[src/rtl/mm_pkg.sv]
// Shared types for the mm vector issue/collect scheduler.
package mm_pkg;

  // Row field width carried in each tag; matches the scheduler's CW.
  localparam int MM_CW = 8;

  typedef enum logic [2:0] {
    ST_FLUSH,
    ST_IDLE,
    ST_ISSUE,
    ST_DRAIN,
    ST_DONE
  } mm_sched_state_t;

  // One tag per issued chunk, consumed when its partial sum returns.
  typedef struct packed {
    logic [MM_CW-1:0] row;
    logic             first;
    logic             last;
  } mm_tag_t;

endpackage

[src/rtl/mm_vec_tag_fifo.sv]
// Synchronous tag FIFO. A push while full is accepted only together with
// a pop, so occupancy stays unchanged in that case.
module mm_vec_tag_fifo
  import mm_pkg::*;
#(
  parameter int DEPTH = 32
) (
  input  logic    clk,
  input  logic    rst,
  input  logic    push,
  input  mm_tag_t push_data,
  input  logic    pop,
  output mm_tag_t pop_data,
  output logic    full,
  output logic    empty
);

  localparam int PW = $clog2(DEPTH);

  mm_tag_t        mem [DEPTH];
  logic [PW:0]    wr_ptr;
  logic [PW:0]    rd_ptr;
  logic           push_ok;
  logic           pop_ok;

  assign empty    = (wr_ptr == rd_ptr);
  assign full     = (wr_ptr[PW] != rd_ptr[PW]) && (wr_ptr[PW-1:0] == rd_ptr[PW-1:0]);
  assign pop_ok   = pop && !empty;
  assign push_ok  = push && (!full || pop_ok);
  assign pop_data = mem[rd_ptr[PW-1:0]];

  // Pointer update; the extra MSB tells full from empty.
  always_ff @(posedge clk) begin
    // NOTE: sequential state uses non-blocking assignments so every register samples pre-edge values.
    if (rst) begin
      wr_ptr <= '0;
      rd_ptr <= '0;
    end else begin
      if (push_ok) wr_ptr <= wr_ptr + (PW+1)'(1);
      if (pop_ok)  rd_ptr <= rd_ptr + (PW+1)'(1);
    end
  end

  // Tag storage write.
  always_ff @(posedge clk) begin
    // NOTE: storage is not reset; the pointers alone define which entries are valid.
    if (push_ok) mem[wr_ptr[PW-1:0]] <= push_data;
  end

endmodule

[src/rtl/mm_vector_sched.sv]
// Issue/collect controller for the 16-lane dot-product unit: walks an
// M-row by K-chunk tile, tags each issue, and writes returned partial sums
// to the result buffer with row address and first/last-chunk flags.
module mm_vector_sched
  import mm_pkg::*;
#(
  parameter int DW        = 32,
  parameter int AW        = 10,
  parameter int CW        = MM_CW,
  parameter int KW        = 4,
  parameter int TAG_DEPTH = 32
) (
  input  logic          clk,
  input  logic          rst,
  input  logic          start,
  input  logic [CW-1:0] cfg_rows,
  input  logic [KW-1:0] cfg_chunks,
  input  logic [AW-1:0] cfg_mat_base,
  input  logic [AW-1:0] cfg_vec_base,
  input  logic [AW-1:0] cfg_res_base,
  output logic          busy,
  output logic          done,
  output logic          err,
  output logic          mat_rd_en,
  output logic [AW-1:0] mat_rd_addr,
  output logic          vec_rd_en,
  output logic [AW-1:0] vec_rd_addr,
  output logic          vu_in_valid,
  input  logic          vu_out_valid,
  input  logic [DW-1:0] vu_out_data,
  output logic          res_wr_en,
  output logic [AW-1:0] res_wr_addr,
  output logic [DW-1:0] res_wr_data,
  output logic          res_first,
  output logic          res_last
);

  localparam int FW = $clog2(TAG_DEPTH);

  mm_sched_state_t state;
  logic [FW-1:0]   flush_cnt;
  logic [CW-1:0]   rows_q, row_q;
  logic [KW-1:0]   chunks_q, chunk_q;
  logic [AW-1:0]   mat_ptr, vec_base_q, res_base_q;

  logic            launch, degenerate, collect, pop_req, pop_ok, can_push, issue;
  logic            last_chunk, last_issue;
  logic            tag_full, tag_empty;
  mm_tag_t         push_tag, pop_tag;
  logic [CW-1:0]   cur_row, cur_rows;
  logic [KW-1:0]   cur_chunk, cur_chunks;
  logic [AW-1:0]   cur_mat, cur_vec_base;

  assign launch     = (state == ST_IDLE) && start;
  assign degenerate = (cfg_rows == '0) || (cfg_chunks == '0);
  assign collect    = (state == ST_ISSUE) || (state == ST_DRAIN);
  assign pop_req    = collect && vu_out_valid;
  assign pop_ok     = pop_req && !tag_empty;
  assign can_push   = !tag_full || pop_ok;
  assign issue      = (launch && !degenerate) || ((state == ST_ISSUE) && can_push);

  // The first issue happens on the launch edge, so it walks from the cfg
  // inputs directly; later issues walk from the latched copies.
  always_comb begin
    // NOTE: every signal driven here gets a default first so no latch is inferred.
    cur_row      = row_q;
    cur_chunk    = chunk_q;
    cur_rows     = rows_q;
    cur_chunks   = chunks_q;
    cur_mat      = mat_ptr;
    cur_vec_base = vec_base_q;
    if (launch) begin
      cur_row      = '0;
      cur_chunk    = '0;
      cur_rows     = cfg_rows;
      cur_chunks   = cfg_chunks;
      cur_mat      = cfg_mat_base;
      cur_vec_base = cfg_vec_base;
    end
  end

  assign last_chunk = (cur_chunk == cur_chunks - KW'(1));
  assign last_issue = last_chunk && (cur_row == cur_rows - CW'(1));
  assign push_tag   = '{row: cur_row, first: (cur_chunk == '0), last: last_chunk};

  mm_vec_tag_fifo #(.DEPTH(TAG_DEPTH)) u_tag_fifo (
    .clk       (clk),
    .rst       (rst),
    .push      (issue),
    .push_data (push_tag),
    .pop       (pop_req),
    .pop_data  (pop_tag),
    .full      (tag_full),
    .empty     (tag_empty)
  );

  // Scheduler FSM with registered read, write and status outputs.
  always_ff @(posedge clk) begin
    if (rst) begin
      state       <= ST_FLUSH;
      flush_cnt   <= FW'(TAG_DEPTH - 1);
      rows_q      <= '0;
      row_q       <= '0;
      chunks_q    <= '0;
      chunk_q     <= '0;
      mat_ptr     <= '0;
      vec_base_q  <= '0;
      res_base_q  <= '0;
      busy        <= 1'b1;
      done        <= 1'b0;
      err         <= 1'b0;
      mat_rd_en   <= 1'b0;
      mat_rd_addr <= '0;
      vec_rd_en   <= 1'b0;
      vec_rd_addr <= '0;
      vu_in_valid <= 1'b0;
      res_wr_en   <= 1'b0;
      res_wr_addr <= '0;
      res_wr_data <= '0;
      res_first   <= 1'b0;
      res_last    <= 1'b0;
    end else begin
      mat_rd_en   <= issue;
      vec_rd_en   <= issue;
      vu_in_valid <= mat_rd_en;
      res_wr_en   <= pop_ok;
      done        <= 1'b0;

      if (issue) begin
        mat_rd_addr <= cur_mat;
        vec_rd_addr <= cur_vec_base + AW'(cur_chunk);
        mat_ptr     <= cur_mat + AW'(1);
        row_q       <= last_chunk ? cur_row + CW'(1) : cur_row;
        chunk_q     <= last_chunk ? '0 : cur_chunk + KW'(1);
      end

      if (pop_ok) begin
        res_wr_addr <= res_base_q + AW'(pop_tag.row);
        res_wr_data <= vu_out_data;
        res_first   <= pop_tag.first;
        res_last    <= pop_tag.last;
      end

      // A result with no outstanding tag cannot be attributed to a row.
      if (pop_req && tag_empty) err <= 1'b1;

      case (state)
        ST_FLUSH: begin
          if (flush_cnt == '0) begin
            state <= ST_IDLE;
            busy  <= 1'b0;
          end else begin
            flush_cnt <= flush_cnt - FW'(1);
          end
        end
        ST_IDLE: begin
          if (start) begin
            rows_q     <= cfg_rows;
            chunks_q   <= cfg_chunks;
            vec_base_q <= cfg_vec_base;
            res_base_q <= cfg_res_base;
            err        <= 1'b0;
            busy       <= 1'b1;
            if (degenerate) begin
              state <= ST_DONE;
              done  <= 1'b1;
            end else if (last_issue) begin
              state <= ST_DRAIN;
            end else begin
              state <= ST_ISSUE;
            end
          end
        end
        ST_ISSUE: begin
          if (issue && last_issue) state <= ST_DRAIN;
        end
        ST_DRAIN: begin
          // All tags were pushed before DRAIN, so an empty FIFO with a write
          // in flight means the final result is being written now.
          if (tag_empty && res_wr_en) begin
            state <= ST_DONE;
            done  <= 1'b1;
          end
        end
        ST_DONE: begin
          state <= ST_IDLE;
          busy  <= 1'b0;
        end
        default: state <= ST_FLUSH;
      endcase
    end
  end

endmodule
[config.mk]
export PLATFORM = sky130hd
export DESIGN_NAME = mm_vector_sched
export DESIGN_NICKNAME = d
export VERILOG_FILES = /design/src/rtl/mm_pkg.sv /design/src/rtl/mm_vec_tag_fifo.sv /design/src/rtl/mm_vector_sched.sv
export SDC_FILE = /design/constraint.sdc
export NUM_CORES = 1
export LEC_CHECK = 0
export CORE_ASPECT_RATIO = 1.1
export CORE_MARGIN = 4
export CORE_UTILIZATION = 63
export DETAILED_ROUTE_END_ITERATION = 10
export PLACE_DENSITY = 0.82
export SETUP_SLACK_MARGIN = 0.3
export SYNTH_ARGS = -nofsm -noshare
export SYNTH_HDL_FRONTEND = slang
export SYNTH_SLANG_ARGS = --single-unit
[constraint.sdc]
create_clock -name clk -period 8.1 [get_ports clk]
set_clock_uncertainty 0.05 [all_clocks]
set_input_delay 1.215 -clock clk [delete_from_list [all_inputs] [get_ports clk]]
set_output_delay 1.215 -clock clk [all_outputs]
set_load 0.02 [all_outputs]
; ---- Yosys cells after proc, flatten, opt, wreduce, memory -nomap -nowiden
; Memories as Yosys holds them, arrays and structs flattened. A register that Yosys moved wholly into a read port is not among the register bits.
; Cells that the tools add are included.
[word_totals]
register_bits = 144
ram_bits = 320
inputBits = 78
out_inout_bits = 71
memories = 1
[memory_table]
columns = name, words, word_bits, read_ports, rd_clocked_by_memory_dff, wr, line_no
row1 = u_tag_fifo.mem, 32, 10, 1, 1, 1, mm_vec_tag_fifo.sv:20  ; mm_tag_t mem [DEPTH];
[classes]
add_sub_neg = 10
n_eq_ne = 13
muxes = 29
n_bitwise = 1
n_reduce_logical = 28
[ops]
columns = cell, n
row1 = $mux 8, 3
row2 = $mux 10, 2
row3 = $mux 3, 5
row4 = $pmux 3 s5, 1
row5 = $add 6x1->6 const B, 2
row6 = $mux 4, 3
row7 = $logic_and 1x1->1, 11
row8 = $mux 1, 11
row9 = $add 10x1->10 const B, 1
row10 = $add 10x4->10, 1
row11 = $add 10x8->10, 1
row12 = $mux 5, 2
row13 = $add 8x1->8 const B, 1
row14 = $eq 8x8->1, 1
row15 = $logic_not 4->1, 2
row16 = $logic_not 8->1, 1
row17 = $sub 8x1->8 const B, 1
row18 = $eq 3x2->1 const B, 2
row19 = $eq 6x6->1, 1
row20 = $eq 5x5->1, 1
row21 = $logic_not 5->1, 1
row22 = $sub 5x1->5 const B, 1
row23 = $add 4x1->4 const B, 1
row24 = $eq 4x4->1, 1
row25 = 16 further kinds, 24

; ---- Depth between registers and ports, before layout
; Gate-level depths: netlist of run 1.
[depth]
ltp_word = 10
mapped_depth = 15

; ---- By module
; A second synthesis of run 1 with hierarchy kept.
[unflattened]
cells_unflattened = 1623
area_unflattened_um2 = 19887.8
[modules_own_cells]
columns = mod, instances, cells_each, area_each_um2, seq_area_each_um2
row1 = mm_vec_tag_fifo, 1, 806, 13377.8, 9949.5
row2 = mm_vector_sched, 1, 817, 6510.0, 2642.5

; ---- Least setup slack after synthesis of run 1
; No wires, ideal clock.
[synth_path]
kind = input port to flip-flop
start = input port start
end = register chunk_q[1]
setup_ps = 128
arrival_ps = 3883
required_time_ps = 7922
path_slack_ps = 4039
path_stages = 13
path_buffers = 3
cell_sequence = nand4bb_4 > buf_2 > buf_2 > buf_2 > mux2i_1 > ha_1 > xor2_1 > or4_4 > o31a_4 > inv_1 > a21oi_1 > a22oi_1 > nor2_1
[synth_via]
elab_chain_cells = 5
elab_cells_between_ends = 9
classes_between = add/sub (2) / eq/ne (1) / mux (3) / reduce/logical (3)
[synth_rtl]
columns = element, line_no
row1 = "start, declared", mm_vector_sched.sv:15  ; input logic start,
row2 = $logic_and 1x1->1 (*), mm_vector_sched.sv:54  ; assign launch = (state == ST_IDLE) && start;
row3 = $mux 4, mm_vector_sched.sv:72  ; if (launch) begin
row4 = $sub 4x1->4, mm_vector_sched.sv:82  ; assign last_chunk = (cur_chunk == cur_chunks - KW'(1));
row5 = $eq 4x4->1 (*), mm_vector_sched.sv:82
row6 = via last_chunk, mm_vector_sched.sv:47  ; logic last_chunk, last_issue;
row7 = $mux 4 (*), mm_vector_sched.sv:134  ; chunk_q <= last_chunk ? '0 : cur_chunk + KW'(1);
row8 = "end signal, assigned", mm_vector_sched.sv:134
row9 = "end, declared", mm_vector_sched.sv:43  ; logic [KW-1:0] chunks_q, chunk_q;
; The timed path passes the listed nets; every way through them passes the cells marked *.
; A chain may end at the register's enable or synchronous reset.

==> out/metrics.cfg, run 1 <==
[power_and_ir_drop]
leakagePower_uw = 0.00685
p_total_uw = 4680
irDropWorstVdd_uv = 169
power_per_cell_area_nw_per_um2 = 205

[synth]
synth_cells = 1408
synth_compound_area_share_pct = 6.49
synth.distinct_cells = 66
syn_nets = 1512
ys.warnings.count = 0
ys_async_sr_fraction_pct = 0
syn_area_um2 = 19600
synth_edf_count = 320
synthMuxAreaShare_pct = 12.8
ys.flop_type = edfxtp_1
synthAdderAreaFrac_pct = 1.74
synth_top_family_by_area = multiplexers
syn_avg_cell_area_um2 = 13.9
synth-simple-area-share_pct = 9.96
yosys.area_share.xor_xnor_pct = 2.49
synth-seq-cells = 469
yosysSeqAreaShare_pct = 64.4

[worst_hold_path]
hold_class = reg -> reg

[timing]
fin_setup_tns_ns = 0
tightest_slew_ns = 1.32
grt_setup_unrepaired = false
period_needed_ns = 4.58
min_period_over_period_pct = 56.5
max_freq_mhz = 219
timing.slew.headroom_pct = 11.9
hold_violations = 0
slew_viol_final = 0
finalSetupViolCount = 0

[clocking]
post_cts_buffers = 0
hold_buffers = 0
clkSinkCount = 469
cts-root-buf = clkbuf_16
insertion_delay_ns = 0.56
clock_path_buffers = 3
cts_tree = done
htreeDepth = 2
cts_resized = 0
clk_pin_slew_ns = 0.07
numCtsBuffers = 45

[global_routing]
grt_start_max_net_pins = 81
grt_first_pass_wirelength_um = 71500
grt_pass1_vias = 12400
overflow = 0
antenna_found_initial = 0
grt_usage_pct = 27.4

[worst_setup_path]
crit_path_max_incr_delay_ns = 0.70
crit_required_ns = 8.44
slowest_stage = dfxtp_4
worst_setup_path_end_kind = flip-flop
crit_type = reg -> reg
worstPathArrival_ns = 4.91
path_common_cell = mux4_2
crit_chain = buf_4 -> mux4_2 -> mux4_2 -> mux2i_1 -> inv_1 -> ha_1 -> a21o_1 -> a21oi_1 -> o21ai_0 -> a41oi_1 -> xor2_1 -> a211oi_1
path_max_fanout = 33
startpoint_type = flip-flop

[routing]
vias_per_cell = 6.29
drc = 0
first_pass_iters = 6
drt-total-wl_um = 46400
ant_nets = 0
vias = 12500
drt_iter0_markers = 1359
wl_per_cell_um = 23.4

[placement]
port_buffers = 148
gp_congestion = 0.877
dp.cells = 1899
dp_hpwl_um = 28400

[floorplan]
core_area_um2 = 30500
start_util_pct = 64.1
die_height_um = 193
dieArea_um2 = 33900
num_rows = 67
die_w_um = 176
io_pins = 149

[final_layout]
layout_common_cells = 320 x edfxtp_1, 195 x nand2_1, 147 x dfxtp_1, 147 x clkdlybuf4s50_1, 103 x nor2_1
drive_gt1_share_pct = 12.9
syn_to_final_growth_pct = 16.8
fin_cells = 1984
fin_nets = 1638
final_common_cell = edfxtp_1

[status]
status = finished clean

[flow_run]
cap_violations = 0

## worst max-delay path, delay by kind of cell, from the launching register on
kind                     cells  cell delay, ns
AO/OA/AOI/OAI                5            0.93
buffers and inverters        2            0.72
flip-flops                   1            0.70
XOR/XNOR                     1            0.18
multiplexers                 3            1.49
adder cells (fa/ha/maj)      1            0.29
## cells in the mapped netlist, types with 15 or more instances
library cell | n | area, um2
a21oi_1 | 92 | 460
xor2_1 | 27 | 236
nor3_1 | 21 | 105
nor2_1 | 103 | 387
xnor2_1 | 26 | 228
nand2_1 | 195 | 732
o21ai_0 | 25 | 125
buf_2 | 15 | 75.1
mux2i_1 | 15 | 150
inv_1 | 22 | 82.6
dfxtp_1 | 149 | 2980
mux4_2 | 100 | 2250
ha_1 | 24 | 300
nand3_1 | 35 | 175
edfxtp_1 | 320 | 9610
clkbuf_1 | 59 | 221
## cells by family (layout without fill, tap and decap cells)
kind of cell               after synthesis  in the layout
AOI/OAI and AO/OA                      203            203
xor gates and xnor gates                54             54
DFF                                    469            469
and+or+nand+nor                        428            428
other                                    0              1
buffers and inverters                  104            265
adders and majority gates               26             26
muxes                                  124            124
## state kept, by name (all words and copies together), names as in the netlist, 3 cells and up, named ones only
| signal | flops |
|---|---|
| chunk_q | 4 |
| chunks_q | 4 |
| flush_cnt | 5 |
| mat_ptr | 10 |
| mat_rd_addr | 10 |
| res_base_q | 10 |
| res_wr_addr | 10 |
| res_wr_data | 32 |
| row_q | 8 |
| rows_q | 8 |
| state | 3 |
| u_tag_fifo.mem | 320 |
| u_tag_fifo.rd_ptr | 6 |
| u_tag_fifo.wr_ptr | 6 |
| vec_base_q | 10 |
| vec_rd_addr | 10 |
## through the flow
| stage | area, um2 | setup slack, ns | utilization [%] | hold WS, ns |
|---|---|---|---|---|
| CTS | 22800 | 3.46 | 74.7 | 0.402 |
| detailed placement | 21300 | 3.05 | 69.9 | 0.396 |
| floorplan | 19600 | 4.04 | - | 0.391 |
| global route | 22900 | 3.14 | 74.9 | 0.423 |
| global placement | 21300 | 3.24 | 69.9 | 0.389 |
| finish | 22900 | 3.52 | 74.9 | 0.402 |
## layout make-up
| type | instances | area (um2) |
|---|---|---|
| diodes | 1 | 2.50 |
| clock inverters | 19 | 198 |
| clock buffers | 63 | 1270 |
| flip-flops and latches | 469 | 12600 |
| repair buffers | 161 | 1600 |
| well taps | 414 | 518 |
| multi-input cells | 835 | 6590 |
| inverters | 22 | 82.6 |
| fillers | 1853 | 7660 |
## worst paths after layout
kind | to | depth (start not counted) | slack [ns] | start
setup / recovery | res_wr_addr[9]$_SDFFE_PP0P_ | 12 | 3.52 | flip-flop
hold / removal | vec_rd_addr[5]$_SDFFE_PP0N_ | 2 | 0.40 | vec_rd_addr[5]$_SDFFE_PP0N_
setup reg to reg | res_wr_addr[9]$_SDFFE_PP0P_ | 12 | 3.52 | flip-flop
hold reg to reg | vec_rd_addr[5]$_SDFFE_PP0N_ | 2 | 0.40 | vec_rd_addr[5]$_SDFFE_PP0N_
## routing by layer
layer	global-route usage [%]	share of wire, %
met1	35.5	38
met2	47.3	51
met3	4.13	7.4
met4	10.6	3.6
met5	0	0
## power breakdown
part	internal [uW]	switching, uW
clock	1220	869
combinational	38.5	29.5
sequential	2530	2.26
No activity file was read; power rests on OpenSTA's default activity.
==> run 2: changes to the inputs <==
CORE_UTILIZATION = 53   (was 63)
PLACE_DENSITY = 0.73   (was 0.82)
clock period = 3.8 ns   (was 8.1 ns; I/O delays follow)
==> run 2 against run 1 <==
Hold slack gained 0.0032 ns. Clock-buffer cell count grew 1. Sequential cell count is the same. Critical path type unchanged. Combinational power grew 120%. Via count grew 2.7%. Utilization shrank 8.5 points.
==> out/metrics.cfg, run 2 (same netlist as run 1, synthesis figures left out) <==
[final_layout]
fin_nets = 1737
fin_util_pct = 66.4
nFillCells = 2507
layout_common_cells = 320 x edfxtp_1, 195 x nand2_1, 147 x dfxtp_1, 147 x clkdlybuf4s50_1, 103 x nor2_1
final_area_um2 = 24100
multi_input_area_um2 = 6770
syn_to_final_growth_pct = 23.2
final_common_cell = edfxtp_1
ff_latch_area_um2 = 12600
drive_gt1_share_pct = 19.6
largest_register_ffs = 320
n_antenna_cell = 0

[worst_setup_path]
startpoint_type = flip-flop
worst_setup_path_end_kind = flip-flop
worstPathArrival_ns = 3.92
crit_required_ns = 4.20
crit_type = reg -> reg
path_max_fanout = 7

[routing]
ant_nets = 0
wl_per_cell_um = 22.4
vias = 12800
drc = 0
first_pass_iters = 5
vias_per_cell = 5.94
drt-total-wl_um = 48300
drt_iter0_markers = 1171

[timing]
min_period_over_period_pct = 92.7
slew_viol_final = 0
timing.slew.headroom_pct = 29.5
tightest_slew_ns = 1.06
fin_ws_ns = 0.278
period_needed_ns = 3.52
grt_setup_unrepaired = true
holdWs_ns = 0.405
hold_violations = 0
fin_setup_tns_ns = 0
finalSetupViolCount = 0
max_freq_mhz = 284

[global_routing]
grt_usage_pct = 23.6
grt_start_max_net_pins = 71
overflow = 0
grt_first_pass_wirelength_um = 73200
antenna_found_initial = 0
grt_pass1_vias = 12700

[placement]
port_buffers = 148
dp_hpwl_um = 30600
gp_congestion = 0.816
post-place-ws_ns = 0.143
place_area_um2 = 22100

[clocking]
numCtsBuffers = 47
cts-root-buf = clkbuf_16
clkSinkCount = 469
clock_path_buffers = 3
cts_tree = done
hold_buffers = 0
htreeDepth = 2
clk_pin_slew_ns = 0.06
insertion_delay_ns = 0.58

[floorplan]
die_w_um = 191
die_height_um = 209
io_pins = 149
dieArea_um2 = 40100
num_rows = 73
start_util_pct = 53.9
core_area_um2 = 36300

[worst_hold_path]
hold_class = reg -> reg
hp-start = vec_rd_addr[6]$_SDFFE_PP0N_

[power_and_ir_drop]
power_per_cell_area_nw_per_um2 = 417
irDropWorstVdd_uv = 367
leakagePower_uw = 0.00743

[status]
status = finished clean

[flow_run]
cap_violations = 0

==> run 2: cell count changes in the layout (fill, tap and decap cells not counted), moves of 3 or more <==
cell / previous run / this run
inv_2: 0 / 3
buf_4: 12 / 94
mux2_4: 0 / 4
ha_1: 24 / 18
a21oi_1: 92 / 89
clkinv_2: 7 / 10
mux2_2: 7 / 3
buf_12: 0 / 10
inv_1: 23 / 18
buf_6: 0 / 3
ha_4: 0 / 6
==> run 2: metrics by stage <==
step / cells / power, uW
after global placement: 2048 / 5640
final: 2158 / 10100
after global routing: 2158 / 10400
after floorplan: 1408 / 5540
after detailed placement: 2048 / 5650
after CTS: 2145 / 10100
==> run 2: worst paths after layout <==
| check | endpoint | slack, ns | cells past startpoint |
|---|---|---|---|
| setup / recovery | res_wr_addr[8]$_SDFFE_PP0P_ | 0.28 | 10 |
| hold / removal | vec_rd_addr[6]$_SDFFE_PP0N_ | 0.40 | 2 |
| setup reg to reg | res_wr_addr[8]$_SDFFE_PP0P_ | 0.28 | 10 |
| hold reg to reg | vec_rd_addr[6]$_SDFFE_PP0N_ | 0.40 | 2 |
==> run 2: area by class of cell <==
cell class,count,share of cell area [%]
flip-flops and latches,469,52.3
clock buffers,64,5.35
repair buffers,258,10.4
well taps,487,2.53
multi-input cells,835,28.1
inverters,22,0.353
clock inverters,23,0.940
==> run 2: timing repair <==
item | 4_1_cts | 5_1_grt
buffers inserted | 8 | 11
cloned | 2 | 2
pin swaps | 4 | 19
resized for setup | 12 | 31
endpoints found under the setup margin | 5 | 6
==> run 2: metal layers <==
metal / track usage (%) / up-vias / wire length [um]
li1: - / 5768 / -
met5: 0 / - / 0
met2: 40.2 / 573 / 24500
met3: 4.57 / 78 / 3560
met4: 7.08 / 0 / 1150
met1: 31.0 / 6402 / 19100
==> run 2: report_power, final <==
| part | switching (uW) | internal (uW) |
|---|---|---|
| registers | 4.90 | 5390 |
| clock network | 1920 | 2600 |
| logic | 63.6 | 83.1 |
| total | 1980 | 8070 |
==> run 2: worst max-delay path: stages, from the launching register on <==
cell	delay, ns
dfxtp_4	0.47
buf_12	0.17
buf_4	0.20
mux4_2	0.57
mux4_2	0.48
mux2_2	0.31
ha_1	0.24
or3_4	0.40
a311oi_4	0.27
nor3_1	0.07
nand3b_1	0.15
